===== src/rtl/sprite_pkg.sv =====
// Shared sprite constants: per-zone sprite side (SIZE) and ROM base address (BASE) tables,
// plus default zone step and transparency key threshold.
package sprite_pkg;

    localparam int NUM_ZONES_MAX = 20;
    localparam int DFLT_ZONE_STEP = 50;
    localparam logic [7:0] DFLT_KEY_THRESH = 8'h90;

    // Each BASE entry is the running sum of SIZE^2 for the zones before it.
    localparam logic [7:0] SIZE [NUM_ZONES_MAX] = '{
        8'd69, 8'd56, 8'd46, 8'd38, 8'd32, 8'd27, 8'd23, 8'd20, 8'd18, 8'd16,
        8'd14, 8'd13, 8'd12, 8'd11, 8'd10, 8'd9,  8'd8,  8'd8,  8'd7,  8'd6
    };

    localparam logic [13:0] BASE [NUM_ZONES_MAX] = '{
        14'd0,     14'd4761,  14'd7897,  14'd10013, 14'd11457,
        14'd12481, 14'd13210, 14'd13739, 14'd14139, 14'd14463,
        14'd14719, 14'd14915, 14'd15084, 14'd15228, 14'd15349,
        14'd15449, 14'd15530, 14'd15594, 14'd15658, 14'd15707
    };

endpackage


===== src/rtl/depth_zone_lut.sv =====
// Quantises z_loc into a clamped depth zone, holds it from frame_start to frame_start,
// and looks up the sprite side and ROM base for that zone.
module depth_zone_lut
    import sprite_pkg::*;
#(
    parameter int COORD_W   = 16,
    parameter int NUM_ZONES = 20,
    parameter int ZONE_STEP = DFLT_ZONE_STEP,
    parameter int ADDR_W    = 14,
    localparam int ZONE_W   = $clog2(NUM_ZONES)
) (
    input  logic               clk,
    input  logic               rst,
    input  logic               i_load,
    input  logic [COORD_W-1:0] i_z_loc,
    output logic [COORD_W-1:0] o_size,
    output logic [ADDR_W-1:0]  o_base
);

    logic [COORD_W-1:0] w_quot;
    logic [ZONE_W-1:0]  w_zone_new;
    logic [ZONE_W-1:0]  w_zone;
    logic [ZONE_W-1:0]  r_zone;

    assign w_quot     = i_z_loc / COORD_W'(ZONE_STEP);
    assign w_zone_new = (w_quot >= COORD_W'(NUM_ZONES - 1)) ? ZONE_W'(NUM_ZONES - 1)
                                                             : w_quot[ZONE_W-1:0];

    // NOTE: sequential state uses non-blocking assignments so every register samples pre-edge values.
    always_ff @(posedge clk or negedge rst) begin
        if (!rst) begin
            r_zone <= '0;
        end else if (i_load) begin
            r_zone <= w_zone_new;
        end
    end

    // A pixel arriving together with frame_start must already see the new zone.
    assign w_zone = i_load ? w_zone_new : r_zone;
    assign o_size = COORD_W'(SIZE[w_zone]);
    assign o_base = ADDR_W'(BASE[w_zone]);

endmodule


===== src/rtl/depth_sprite.sv =====
// Depth-scaled sprite renderer: box test, row offset tracking, ROM addressing and a 3-cycle
// colour pipeline. Optional horizontal mirroring is enabled by defining DEPTH_SPRITE_MIRROR_EN.
module depth_sprite
    import sprite_pkg::*;
#(
    parameter int COORD_W   = 16,
    parameter int COLOR_W   = 24,
    parameter int NUM_ZONES = 20,
    parameter int ZONE_STEP = DFLT_ZONE_STEP,
    parameter int ADDR_W    = 14,
    parameter int KEY_HI    = 15,
    parameter int KEY_LO    = 8,
    parameter logic [KEY_HI-KEY_LO:0] KEY_THRESH = DFLT_KEY_THRESH
) (
    input  logic               clk,
    input  logic               rst,
    input  logic               frame_start,
    input  logic               pix_valid,
    input  logic [COORD_W-1:0] pixel_x,
    input  logic [COORD_W-1:0] pixel_y,
    input  logic [COORD_W-1:0] x_loc,
    input  logic [COORD_W-1:0] y_loc,
    input  logic [COORD_W-1:0] z_loc,
`ifdef DEPTH_SPRITE_MIRROR_EN
    input  logic               mirror,
`endif
    output logic [ADDR_W-1:0]  rom_addr,
    input  logic [COLOR_W-1:0] rom_data,
    output logic [COLOR_W-1:0] color,
    output logic               color_valid,
    output logic               active
);

    logic [COORD_W-1:0] r_x_l, r_y_l, r_pix_y;
    logic [COORD_W-1:0] w_x_l, w_y_l, w_size, w_col, w_col_eff;
    logic [COORD_W:0]   w_px, w_py, w_xl, w_yl, w_n;
    logic [ADDR_W-1:0]  w_base, w_addr, w_row_next, r_row_offset;
    logic               w_in_box, w_new_row, w_active;
    logic               r_v1, r_in1, r_v2, r_in2;

    assign w_x_l = frame_start ? x_loc : r_x_l;
    assign w_y_l = frame_start ? y_loc : r_y_l;

    depth_zone_lut #(
        .COORD_W   (COORD_W),
        .NUM_ZONES (NUM_ZONES),
        .ZONE_STEP (ZONE_STEP),
        .ADDR_W    (ADDR_W)
    ) u_zone_lut (
        .clk     (clk),
        .rst     (rst),
        .i_load  (frame_start),
        .i_z_loc (z_loc),
        .o_size  (w_size),
        .o_base  (w_base)
    );

    // One extra bit keeps x_l+N and y_l+N from wrapping near the top of the coordinate range.
    assign w_px = {1'b0, pixel_x};
    assign w_py = {1'b0, pixel_y};
    assign w_xl = {1'b0, w_x_l};
    assign w_yl = {1'b0, w_y_l};
    assign w_n  = {1'b0, w_size};

    assign w_in_box  = (w_px >= w_xl) && (w_px < w_xl + w_n) &&
                       (w_py >= w_yl) && (w_py < w_yl + w_n);
    assign w_new_row = (pixel_y != r_pix_y) && (w_py > w_yl) && (w_py < w_yl + w_n);
    assign w_col     = pixel_x - w_x_l;

`ifdef DEPTH_SPRITE_MIRROR_EN
    logic r_mirror, w_mirror;

    always_ff @(posedge clk or negedge rst) begin
        if (!rst) begin
            r_mirror <= 1'b0;
        end else if (frame_start) begin
            r_mirror <= mirror;
        end
    end

    assign w_mirror  = frame_start ? mirror : r_mirror;
    assign w_col_eff = w_mirror ? (w_size - COORD_W'(1) - w_col) : w_col;
`else
    assign w_col_eff = w_col;
`endif

    // NOTE: give every always_comb output a default first so no path can infer a latch.
    always_comb begin
        w_row_next = r_row_offset;
        if (frame_start) begin
            w_row_next = '0;
        end
        if (pix_valid) begin
            if (w_py < w_yl) begin
                w_row_next = '0;
            end else if (w_new_row) begin
                w_row_next = w_row_next + ADDR_W'(w_size);
            end
        end
    end

    // The current pixel already uses the offset of its own row.
    assign w_addr   = w_base + w_row_next + w_col_eff[ADDR_W-1:0];
    assign w_active = r_in2 && (rom_data[KEY_HI:KEY_LO] >= KEY_THRESH);

    always_ff @(posedge clk or negedge rst) begin
        if (!rst) begin
            r_x_l        <= '0;
            r_y_l        <= '0;
            r_pix_y      <= '0;
            r_row_offset <= '0;
            rom_addr     <= '0;
            r_v1         <= 1'b0;
            r_in1        <= 1'b0;
            r_v2         <= 1'b0;
            r_in2        <= 1'b0;
            color        <= '0;
            color_valid  <= 1'b0;
            active       <= 1'b0;
        end else begin
            if (frame_start) begin
                r_x_l <= x_loc;
                r_y_l <= y_loc;
            end
            if (pix_valid) begin
                r_pix_y <= pixel_y;
            end
            r_row_offset <= w_row_next;
            rom_addr     <= (pix_valid && w_in_box) ? w_addr : '0;
            r_v1         <= pix_valid;
            r_in1        <= pix_valid && w_in_box;
            // Stage 2 lines up with the ROM's one-cycle read latency.
            r_v2         <= r_v1;
            r_in2        <= r_in1;
            color_valid  <= r_v2;
            active       <= w_active;
            color        <= w_active ? rom_data : '0;
        end
    end

endmodule


===== config.mk =====
export PLATFORM = sky130hd
export DESIGN_NAME = depth_sprite
export DESIGN_NICKNAME = d
export VERILOG_FILES = /design/src/rtl/sprite_pkg.sv /design/src/rtl/depth_zone_lut.sv /design/src/rtl/depth_sprite.sv
export SDC_FILE = /design/constraint.sdc
export NUM_CORES = 1
export LEC_CHECK = 0
export CORE_ASPECT_RATIO = 1.2
export CORE_UTILIZATION = 65
export DETAILED_ROUTE_END_ITERATION = 7
export DONT_BUFFER_PORTS = 1
export HOLD_SLACK_MARGIN = 0.1
export PLACE_DENSITY_LB_ADDON = 0.05
export SLEW_MARGIN = 0
export SYNTH_ARGS = -nofsm -noshare
export SYNTH_HDL_FRONTEND = slang
export SYNTH_HIERARCHICAL = 1
export SYNTH_SLANG_ARGS = --single-unit

===== constraint.sdc =====
create_clock -name clk -period 10.6 [get_ports clk]
set_input_delay 1.59 -clock clk [delete_from_list [all_inputs] [get_ports clk]]
set_output_delay 1.59 -clock clk [all_outputs]
set_load 0.1 [all_outputs]

Word-level counts from Yosys, hierarchy flattened
Memories as Yosys holds them, arrays and structs flattened. Index checks and enable logic that the tools add are counted.

Logic and storage cells: 54. Output and inout port bits: 40. Bits in registers: 111. ROM bits: 704. Bits of input ports: 108. Memories: 2.

Memory list: (name not given) (depth 32, bits a word 14, read ports 1, clocked after Yosys merged registers in 0, wr ports 0, line depth_zone_lut.sv:41) `assign o_base = ADDR_W'(BASE[w_zone]);`; (name not given) (depth 32, bits a word 8, read ports 1, clocked after Yosys merged registers in 0, wr ports 0, line depth_zone_lut.sv:40) `assign o_size = COORD_W'(SIZE[w_zone]);`.

Muxes and demuxes: 14. Add/sub/neg operators: 6. Reduce and logical (&&, ||, !) cells: 7. Bitwise logic cells: 1. Magnitude comparators: 9. Div/mod/pow operators: 1. Eq/ne operators: 1.

Operators with widths (number): 14-bit 2-to-1 mux (7); 16-bit by 8-bit adder with 17-bit output (2); 16-bit by 17-bit less-than comparator with 1-bit output (2); 16-bit >= comparator (2); 16-bit 2-to-1 mux (2); 14-bit adder (2); 24-bit 2-to-1 mux (1); 16-bit by 6-bit divider with 16-bit output (second input constant) (1); 16-bit by 5-bit >= comparator with 1-bit output (second input constant) (1); 16-bit > comparator (1); 16-bit less-than comparator (1); 8-bit 2-to-1 mux (2); 16-bit != test (1); 14-bit by 8-bit adder with 14-bit output (1); 14-bit subtractor (1); 5-bit 2-to-1 mux (2); 8-bit >= comparator (second input constant) (1); 1-bit logical AND (7); 6-bit >= comparator (second input constant) (1); 5-bit inverter with 6-bit output (1).

Depth between registers and ports, before layout
Gate-level depths: netlist of run 1.

Word-level depth: 17. Mapped depth: 67. Mapped depth without buffers: 61.

Cells and area by module
The synthesis of run 1 kept the hierarchy.

By module, submodules not included: depth_sprite (seq. area each 2652.5 um2, area each 8469.4 um2, cells each 843, instances 1); depth_zone_lut (seq. area each 125.1 um2, area each 2995.4 um2, cells each 447, instances 1).

Worst setup path before layout of run 1
Ideal clock, no wire load.

Path kind: input -> register. From: input z_loc[12]. To: register rom_addr[13]. Slack: -3.341 ns. Buffers on the path: 5. Stages on the path: 62. Library setup time: 0.079 ns. Data arrival time: 13.861 ns. Required time: 10.521 ns. Cell sequence: buf_2 or2_1 buf_6 a21o_1 a32oi_4 nand2_2 a22o_1 a211oi_2 nor3_1 and3_1 or4_1 clkbuf_1 nand2_1 mux2_2 a211o_1 a22oi_2 o211a_1 a21oi_1 [... 26 more ...] a31oi_1 and3_1 inv_2 o21a_1 fa_1 inv_1 ha_1 inv_1 fa_1 nor2b_4 o21ai_2 a21oi_1 o41ai_1 o21ai_1 o41ai_1 xnor2_1 nand2b_1 mux2i_1.

Longest elaborated chain between the ends: 17. Elaborated cells between the ends (all ways): 27. Classes of those cells: add/sub: 5; div: 1; order compare: 3; mux: 10; bitwise: 1; reduce/logical: 5; memory: 2.

Ends and longest elaborated chain: start, declared (line depth_sprite.sv:23) `input logic [COORD_W-1:0] z_loc,`; 16-bit by 6-bit divider with 16-bit output * (line depth_zone_lut.sv:25) `assign w_quot = i_z_loc / COORD_W'(ZONE_STEP);`; 16-bit by 5-bit >= comparator with 1-bit output (line depth_zone_lut.sv:26) `assign w_zone_new = (w_quot >= COORD_W'(NUM_ZONES - 1)) ? ZONE_W'(NUM_ZONES - 1)`; 5-bit 2-to-1 mux * (line depth_zone_lut.sv:26); 5-bit 2-to-1 mux *; 5-bit inverter with 6-bit output (implied by the code) * (line depth_zone_lut.sv:40); memory 32 x 8 bit *; 8-bit 2-to-1 mux (implied by the code) * (2 in a row) (line depth_zone_lut.sv:40); net w_size[1] (line depth_sprite.sv:35) `logic [COORD_W-1:0] w_x_l, w_y_l, w_size, w_col, w_col_eff;`; 16-bit by 8-bit adder with 17-bit output (line depth_sprite.sv:66, depth_sprite.sv:67); 16-bit by 17-bit less-than comparator with 1-bit output (line depth_sprite.sv:66, depth_sprite.sv:67); 1-bit logical AND (line depth_sprite.sv:67) `assign w_new_row = (pixel_y != r_pix_y) && (w_py > w_yl) && (w_py < w_yl + w_n);`; 14-bit 2-to-1 mux (line depth_sprite.sv:96) `end else if (w_new_row) begin`; 14-bit 2-to-1 mux (line depth_sprite.sv:94) `if (w_py < w_yl) begin`; 14-bit 2-to-1 mux (line depth_sprite.sv:93) `if (pix_valid) begin`; 14-bit adder (2 in a row) (line depth_sprite.sv:103) `assign w_addr = w_base + w_row_next + w_col_eff[ADDR_W-1:0];`; 14-bit 2-to-1 mux * (line depth_sprite.sv:129) `rom_addr <= (pix_valid && w_in_box) ? w_addr : '0;`; end signal, assigned (line depth_sprite.sv:129); end, declared (line depth_sprite.sv:27) `output logic [ADDR_W-1:0] rom_addr,`.

Mark *: on every way through the listed nets, which the timed path passes. The rest lies on a longest branch. The select of a mux whose other input is x is not followed. A chain may end at the register's enable or synchronous reset.

Worst setup path after layout of run 1
From: input z_loc[11]. To: register rom_addr[13].

Longest elaborated chain between the ends: 17. Elaborated cells between the ends (all ways): 27. Classes of those cells: add/sub: 5; div: 1; order compare: 3; mux: 10; bitwise: 1; reduce/logical: 5; memory: 2.

Ends and longest elaborated chain: 16-bit by 6-bit divider with 16-bit output * (line depth_zone_lut.sv:25); 16-bit by 5-bit >= comparator with 1-bit output (line depth_zone_lut.sv:26); 5-bit 2-to-1 mux * (line depth_zone_lut.sv:26); 5-bit 2-to-1 mux *; 5-bit inverter with 6-bit output (implied by the code) * (line depth_zone_lut.sv:40); memory 32 x 8 bit *; 8-bit 2-to-1 mux (implied by the code) * (2 in a row) (line depth_zone_lut.sv:40); net w_size[0] (line depth_sprite.sv:35); 16-bit by 8-bit adder with 17-bit output (line depth_sprite.sv:67); 16-bit by 17-bit less-than comparator with 1-bit output (line depth_sprite.sv:67); 1-bit logical AND (line depth_sprite.sv:67); 14-bit 2-to-1 mux * (line depth_sprite.sv:96); 14-bit 2-to-1 mux * (line depth_sprite.sv:94); 14-bit 2-to-1 mux * (line depth_sprite.sv:93); net w_row_next[10] (line depth_sprite.sv:37) `logic [ADDR_W-1:0] w_base, w_addr, w_row_next, r_row_offset;`; 14-bit adder * (2 in a row) (line depth_sprite.sv:103); 14-bit 2-to-1 mux * (line depth_sprite.sv:129).

Marked as above.

==> results.cfg, run 1 <==
[outcome]
status = finished with violations
violations = setup timing

[place]
gp_congestion = 0.9293
place_area_um2 = 13360
hpwl_um = 24230
portBuffers = 0

[power_and_ir_drop]
p_per_area_nw_per_um2 = 185.5
ir_drop_mv = 0.1808
p_total_mw = 2.686
leakagePower_nw = 7.157

[sta]
finalSetupTns_ns = -38.43
slew_violations = 0
worst_slack_ns = -2.795
hold_viol_final = 0
fmax_mhz = 74.65
rsz0062_at_grt = yes
finalSetupViolations = 29
slew_headroom_pct = 35.70
fin_skew_ns = 0.01487
worst_slew_pin_slew_ns = 0.9651
period_needed_ns = 13.40
fin_crit_sh_pct = 126.4

[route]
drt_iter0_drc = 745
wirelength_um = 34960
drc = 0
first_pass_iters = 5
wire_per_inst_um = 20.09
vias = 10985
ant_nets = 0
vias_per_cell = 6.313

[floorplanning]
fp.dieH_um = 147.5
dieArea_um2 = 18180
num_rows = 52
initial_core_util_pct = 67.26
pin_count = 148
core-area_um2 = 17050
die_w_um = 123.2

[cts]
cts-root-buf = clkbuf_16
clock-sinks = 111
cts.clk_slew.worst_paths_ns = 0.08
htreeDepth = 3
cts_tree = done
clock_path_buffers = 2
numCtsBuffers = 9
insertion_delay_ns = 0.37
cts_hold_repair.buffers = 0

[finish]
drive_gt1_share_pct = 30.05
fin_nets = 1784
antennaDiodeCount = 0
area_growth_pct = 26.32
finalInstanceArea_um2 = 14480
nFillCells = 933

[synth]
synth_top_cell_by_area = dfrtp_1
yosysSeqAreaShare_pct = 24.23
synth.most_common_cell = ha_1
synth_edf_count = 0
synth_async_sr_flop_share_pct = 100.0
ys_warn_count = 6
avgSynthCellArea_um2 = 8.887
synth_seq_cells = 111
netlist_instances = 1290
synth_common_cells = 128 x ha_1, 122 x inv_1, 111 x dfrtp_1
synth_area_leaders = dfrtp_1 24%, ha_1 14%, fa_1 5.1%, inv_1 4.0%, a21oi_1 3.7%
ys.flop_type = dfrtp_1
syn_area_um2 = 11460
synth_cell_types = 102
synthDominantCellAreaShare_pct = 24.23

[setup_path]
crit_slowest_cell = fa_1
crit_type = input port to register
crit_family = compound AO/OA/AOI/OAI gates
critPathBufInv = 9
path_max_fanout = 18
worstPathArrival_ns = 13.69
cp-end-kind = register
cp_common_cell = buf_4
critPathLaunchType = input port
worstPathRequired_ns = 10.89
max_stage_delay_ns = 0.51

[global_route]
antenna_found_initial = 0
overflow = 0
grt_usage_pct = 37.26
grt_pass1_vias = 11257
grt_pass1_wl_um = 53450
grt_start_max_net_pins = 112

[hold_path]
hold_class = register to register

[flow_run]
maxCapViolations = 0
[metrics by stage]
stage / hold slack [ns] / std cells / setup WS [ns] / utilization (%)
after detailed placement: 0.3356 / 1690 / -3.197 / 78.38
final: 0.3529 / 1740 / -2.795 / 84.96
after CTS: 0.3547 / 1728 / -2.377 / 83.23
after global routing: 0.3733 / 1740 / -3.183 / 84.96
after global placement: 0.3332 / 1690 / -2.865 / 78.38
after floorplan: 0.3312 / 1298 / -2.653 / -
[registers in the layout (all words and copies together), names as in the netlist]
name               cells
color                 24
r_pix_y               16
r_x_l                 16
r_y_l                 16
r_row_offset          14
rom_addr              14
u_zone_lut/r_zone      5
active                 1
color_valid            1
r_in1                  1
r_in2                  1
r_v1                   1
r_v2                   1
[routing by layer]
metal / wire length (um) / track usage, %
met5: 0 / 0
met4: 1572 / 16.69
met3: 2058 / 6.096
met2: 17920 / 66.73
met1: 13410 / 42.91
[layout make-up]
class	count	area (um2)	area share (%)
Sequential cell	111	2778	19.18
Clock buffer	9	225.2	1.555
Clock inverter	7	80.08	0.5529
Multi-Input combinational cell	1012	8650	59.72
Timing Repair Buffer	262	2013	13.90
Inverter	123	466.7	3.222
Tap cell	216	270.3	1.866
[worst register-to-register path, delay by kind of cell, from the launching register on]
family / cells / cell delay, ns
XOR/XNOR: 2 / 0.33
flip-flops: 1 / 0.37
AO/OA/AOI/OAI: 19 / 3.20
adder cells (fa/ha/maj): 6 / 2.01
buffers and inverters: 6 / 0.86
multiplexers: 1 / 0.13
AND/OR/NAND/NOR: 5 / 0.96
[cell families after synthesis]
logic type / after synthesis / share of synthesized area, %
fa+ha+maj: 159 / 19.21
simple gates: 351 / 16.52
compound gates: 364 / 22.52
other cells: 1 / 0.03271
mux: 59 / 5.533
buf+inv: 175 / 6.613
flops: 111 / 24.23
xor+xnor: 70 / 5.348
[power by group]
group / leakage (nW) / switching, mW / internal [mW]
clock: 0.146 / 0.186 / 0.169
sequential: 1.41 / 0.0822 / 0.457
combinational: 5.60 / 0.880 / 0.911
total: 7.16 / 1.15 / 1.54
[cells in the final DEF, fill, tap and decap left out, types with 20 or more instances in the layout]
cell type,netlist,routed
fa_1,29,24
mux2i_1,36,36
nor2b_1,28,27
and2_1,37,34
a21o_1,32,32
xnor2_1,38,36
xor2_1,32,29
nor2_1,65,63
buf_4,12,252
mux2_2,21,20
nand3_1,23,21
ha_1,128,118
inv_1,122,119
a21oi_1,84,69
nand2_1,70,65
dfrtp_1,111,111
o21ai_0,67,45
[final timing paths]
kind | startpoint | slack, ns | depth (start not counted) | end
min | r_v2$_DFF_PN0_ | 0.35 | 0 | color_valid$_DFF_PN0_
min in group asynchronous | rst | 0.90 | 0 | rom_addr[4]$_DFF_PN0_
min reg2reg | r_v2$_DFF_PN0_ | 0.35 | 0 | color_valid$_DFF_PN0_
max | z_loc[11] | -2.80 | 59 | rom_addr[13]$_DFF_PN0_
max reg2reg | u_zone_lut/r_zone[0]$_DFF_PN0_ | 2.68 | 39 | rom_addr[13]$_DFF_PN0_
max in group asynchronous | rst | 9.51 | 0 | color_valid$_DFF_PN0_
[timing repair]
action                                  4_1_cts  5_1_grt
resized for setup                            85       37
endpoints found under the setup margin       29       29
pin swaps                                    57       27
setup buffers                                28       12
Power figures use the tool's default switching activity.
==> run 2, diff against run 1 <==
--- a/config.mk
+++ b/config.mk
@@ -5,8 +5,11 @@
 export SDC_FILE = /design/constraint.sdc
 export NUM_CORES = 1
 export LEC_CHECK = 0
+export CELL_PAD_IN_SITES_DETAIL_PLACEMENT = 0
+export CELL_PAD_IN_SITES_GLOBAL_PLACEMENT = 1
 export CORE_ASPECT_RATIO = 1.2
-export CORE_UTILIZATION = 65
+export CORE_MARGIN = 2
+export CORE_UTILIZATION = 40
 export DETAILED_ROUTE_END_ITERATION = 7
 export DONT_BUFFER_PORTS = 1
 export HOLD_SLACK_MARGIN = 0.1
==> results.cfg, run 2 (synthesized netlist as in run 1, its figures left out) <==
[sta]
fmax_mhz = 76.20
finalSetupViolations = 29
hold_viol_final = 0
worst_slack_ns = -2.523
rsz0062_at_grt = yes
fin_crit_sh_pct = 123.8
slew_headroom_pct = 36.10
period_needed_ns = 13.12
worst_slew_pin_slew_ns = 0.9592
hold_ws_ns = 0.3555
slew_violations = 0
fin_skew_ns = 0.008826

[cts]
cts-root-buf = clkbuf_16
cts_tree = done
numCtsBuffers = 9
insertion_delay_ns = 0.37
cts_hold_repair.buffers = 0
cts.clk_slew.worst_paths_ns = 0.09
htreeDepth = 3
clock_path_buffers = 2
clock-sinks = 111

[place]
gp_congestion = 0.8224
place_area_um2 = 13560
hpwl_um = 25790
portBuffers = 0

[route]
first_pass_iters = 4
wirelength_um = 32450
drc = 0
vias = 10025
drt_iter0_drc = 513
vias_per_cell = 5.285
wire_per_inst_um = 17.11
ant_nets = 0

[finish]
top_register = color
multi_input_area_um2 = 8628
final_cell_mix = 243 x buf_4, 121 x ha_1, 118 x inv_1
final_common_cell = buf_4
largest_reg_flops = 24
seqCellArea_um2 = 2778
antennaDiodeCount = 0
finalInstanceArea_um2 = 14640
drive_gt1_share_pct = 29.91
nFillCells = 2662
area_growth_pct = 27.71
final_core_util_pct = 52.14
fin_nets = 1778

[power_and_ir_drop]
p_int_mw = 1.468
ir_drop_mv = 0.1165
leakagePower_nw = 7.168
p_clk_share_pct = 14.2
p_total_mw = 2.531
p_per_area_nw_per_um2 = 172.9
switchingPower_mw = 1.063
pwr-share-seq_pct = 21.2
pwr-share-comb_pct = 64.6
swShare_pct = 42.01

[setup_path]
crit_slowest_cell = fa_2
crit_type = input port to register
crit_family = compound AO/OA/AOI/OAI gates
critPathLaunchType = input port
path_max_fanout = 18
critPathBufInv = 6
max_stage_delay_ns = 0.54
cp-end-kind = register
worstPathRequired_ns = 10.86
worstPathArrival_ns = 13.39

[floorplanning]
initial_core_util_pct = 40.82
core-area_um2 = 28080
dieArea_um2 = 30040
die_w_um = 158.5
fp.dieH_um = 189.5
pin_count = 148
num_rows = 67

[hold_path]
hold_class = register to register

[outcome]
violations = setup timing
status = finished with violations

[flow_run]
maxCapViolations = 0

[global_route]
grt_start_max_net_pins = 112
grt_pass1_vias = 10396
antenna_found_initial = 1
grt_usage_pct = 22.13
overflow = 0
grt_pass1_wl_um = 52650
==> run 2: cell count changes in the layout (fill, tap and decap cells not counted), sizes merged <==
cell	previous run	this run
clkinv	2	5
buf	262	256
clkinvlp	1	0
inv	127	125
==> run 2: repair_timing <==
item / 4_1_cts / 5_1_grt
buffers inserted: 23 / 13
gates cloned: 0 / 0
pin swaps: 47 / 48
endpoints found under the setup margin: 29 / 29
gates resized for setup: 83 / 45
endpoints found under the hold margin: 0 / 0
==> run 2: stage by stage <==
step                      setup TNS [ns]  setup slack, ns  std cells
after global placement            -43.33           -2.868       1852
after CTS                         -30.14           -2.475       1884
after floorplan                   -35.75           -2.653       1298
final                             -32.44           -2.523       1897
after detailed placement          -48.02           -3.109       1852
after global routing              -49.10           -3.220       1897
==> run 2: final timing paths <==
path	from	to	depth (start not counted)	slack [ns]
worst max-delay path	z_loc[11]	rom_addr[13]$_DFF_PN0_	62	-2.52
worst min-delay path	r_v2$_DFF_PN0_	color_valid$_DFF_PN0_	0	0.36
worst max register to register	u_zone_lut/r_zone[0]$_DFF_PN0_	rom_addr[13]$_DFF_PN0_	41	3.03
worst min register to register	r_v2$_DFF_PN0_	color_valid$_DFF_PN0_	0	0.36
max in group asynchronous	rst	r_pix_y[11]$_DFFE_PN0P_	0	9.50
min in group asynchronous	rst	rom_addr[8]$_DFF_PN0_	0	0.91
==> run 2: final cells by class <==
class / instances / share of cell area, %
Clock buffer: 9 / 1.538
Clock inverter: 7 / 0.6067
Inverter: 123 / 3.170
Multi-Input combinational cell: 1012 / 58.93
Sequential cell: 111 / 18.97
Tap cell: 379 / 3.239
Timing Repair Buffer: 256 / 13.54
==> run 2: routing by layer <==
layer / GRT usage (%) / vias to the layer above / wire length [um]
li1: - / 5046 / -
met1: 26.89 / 4827 / 13640
met2: 40.71 / 121 / 17380
met3: 3.021 / 29 / 875
met4: 5.475 / 2 / 533
met5: 0 / - / 17
==> run 2: power by group through the flow <==
stage               combinational [mW]  sequential (mW)  clock [mW]
finish                            1.64            0.537       0.358
global route                      1.81            0.541       0.385
CTS                               1.56            0.538       0.372
detailed placement                1.45            0.546           0
global placement                  1.45            0.546           0
floorplan                        0.959            0.542           0
==> run 3, diff against run 2 <==
--- a/config.mk
+++ b/config.mk
@@ -12,8 +12,10 @@
 export CORE_UTILIZATION = 40
 export DETAILED_ROUTE_END_ITERATION = 7
 export DONT_BUFFER_PORTS = 1
+export GPL_TIMING_DRIVEN = 0
 export HOLD_SLACK_MARGIN = 0.1
 export PLACE_DENSITY_LB_ADDON = 0.05
+export SETUP_SLACK_MARGIN = 0.3
 export SLEW_MARGIN = 0
 export SYNTH_ARGS = -nofsm -noshare
 export SYNTH_HDL_FRONTEND = slang
==> results.cfg, run 3 (synthesized netlist as in run 1, its figures left out) <==
[outcome]
status = finished with violations
violations = setup timing

[sta]
worst_slew_pin_slew_ns = 0.9501
fmax_mhz = 73.15
slew_violations = 0
finalSetupViolations = 29
slew_headroom_pct = 36.66
fin_skew_ns = 0.01685
finalSetupTns_ns = -46.94
worst_slack_ns = -3.070
fin_crit_sh_pct = 129.0
period_needed_ns = 13.67
rsz0062_at_grt = yes
hold_viol_final = 0

[global_route]
overflow = 0
grt_pass1_wl_um = 52580
grt_start_max_net_pins = 112
antenna_found_initial = 0
grt_pass1_vias = 9739
grt_usage_pct = 22.24

[hold_path]
worstHoldStart = r_v2$_DFF_PN0_
min_to = color_valid$_DFF_PN0_
holdPathStages = 0
hold_class = register to register

[route]
drt_iter0_drc = 544
wirelength_um = 33460
drc = 0
first_pass_iters = 5
vias = 9821
vias_per_cell = 5.450
wire_per_inst_um = 18.57
ant_nets = 0

[finish]
final_cell_mix = 119 x ha_1, 116 x inv_1, 111 x dfrtp_1
largest_reg_flops = 24
drive_gt1_share_pct = 25.93
antennaDiodeCount = 0
fin_nets = 1683
area_growth_pct = 24.47
top_register = color
nFillCells = 2734
multi_input_area_um2 = 8921
seqCellArea_um2 = 2778
final_core_util_pct = 50.81
final_common_cell = ha_1

[floorplanning]
num_rows = 67
pin_count = 148
core-area_um2 = 28080
fp.dieH_um = 189.5
die_w_um = 158.5
initial_core_util_pct = 40.82
dieArea_um2 = 30040

[setup_path]
reg2reg_to = rom_addr[13]$_DFF_PN0_
reg2reg_depth = 39
worstPathArrival_ns = 13.94
critPathLaunchType = input port
path_max_fanout = 10
r2r-start = u_zone_lut/r_zone[4]$_DFF_PN0_
crit_slowest_cell = fa_2
cp_common_cell = o21ai_2
worstPathRequired_ns = 10.87
cp-end-kind = register
crit_type = input port to register
max_stage_delay_ns = 0.53
r2r_slack_ns = 2.58

[cts]
insertion_delay_ns = 0.38
htreeDepth = 3
cts-root-buf = clkbuf_16
clock_path_buffers = 2
numCtsBuffers = 9
cts.clk_slew.worst_paths_ns = 0.09
cts_tree = done
cts_hold_repair.buffers = 0
clock-sinks = 111

[flow_run]
maxCapViolations = 0

[place]
hpwl_um = 25100
dp_slack_ns = -5.233
gp_congestion = 0.8361
portBuffers = 0

[power_and_ir_drop]
ir_drop_mv = 0.1012
leakagePower_nw = 6.717
p_per_area_nw_per_um2 = 172.5
[run 3: cell types whose count changed in the layout (fill, tap and decap cells not counted), sizes merged]
cell,change
buf,-116
clkdlybuf4s15,+1
clkbuf,+20
[run 3: final cells by class]
| class | instances | area share (%) |
|---|---|---|
| Multi-Input combinational cell | 1012 | 62.52 |
| Buffer | 52 | 2.543 |
| Clock inverter | 7 | 0.6927 |
| Timing Repair Buffer | 109 | 6.576 |
| Tap cell | 379 | 3.323 |
| Clock buffer | 9 | 1.578 |
| Sequential cell | 111 | 19.47 |
| Inverter | 123 | 3.306 |
[run 3: report_power, final]
part           total (mW)  switching (mW)  internal, mW
sequential          0.537          0.0801         0.457
clock               0.370           0.198         0.172
combinational        1.55           0.815         0.739
total                2.46            1.09          1.37
[run 3: timing repair]
item | 4_1_cts | 5_1_grt
pin swaps | 75 | 73
cloned | 0 | 1
setup buffers | 70 | 38
setup endpoints to repair | 29 | 29
resized for setup | 124 | 81
[run 3: through the flow]
stage	std cells	power (mW)	instance area [um2]	hold WS (ns)
final	1802	2.461	14270	0.3553
after floorplan	1298	1.501	11680	0.3312
after CTS	1763	2.328	13620	0.3573
after global placement	1677	1.733	12160	0.3347
after global routing	1802	2.644	14270	0.3744
after detailed placement	1677	1.734	12160	0.3347
[run 3: metal layers]
metal	vias up	routed length, um	global-route usage, %	share of wire, %
li1	4869	-	-	-
met1	4799	14160	28.19	42
met2	127	18010	40.66	54
met3	26	909	2.266	2.7
met4	0	386	4.331	1.2
met5	-	0	0	0
[run 3: how the worst max path moves through the flow]
stage,startpoint,to,cells past startpoint
3_3_place_gp,z_loc[11],rom_addr[13]$_DFF_PN0_,62
5_1_grt,z_loc[11],rom_addr[13]$_DFF_PN0_,72
3_5_place_dp,z_loc[11],rom_addr[13]$_DFF_PN0_,62
4_1_cts,z_loc[11],rom_addr[13]$_DFF_PN0_,63
6_report,z_loc[11],rom_addr[13]$_DFF_PN0_,68
2_1_floorplan,z_loc[11],rom_addr[13]$_DFF_PN0_,63
[run 3: worst max-delay path: cells and delay by family]
kind / cells / cell delay, ns
compound gates: 33 / 6.21
simple gates: 11 / 2.27
fa+ha+maj: 7 / 1.84
buf+inv: 13 / 1.46
xor+xnor: 2 / 0.35
mux: 2 / 0.17
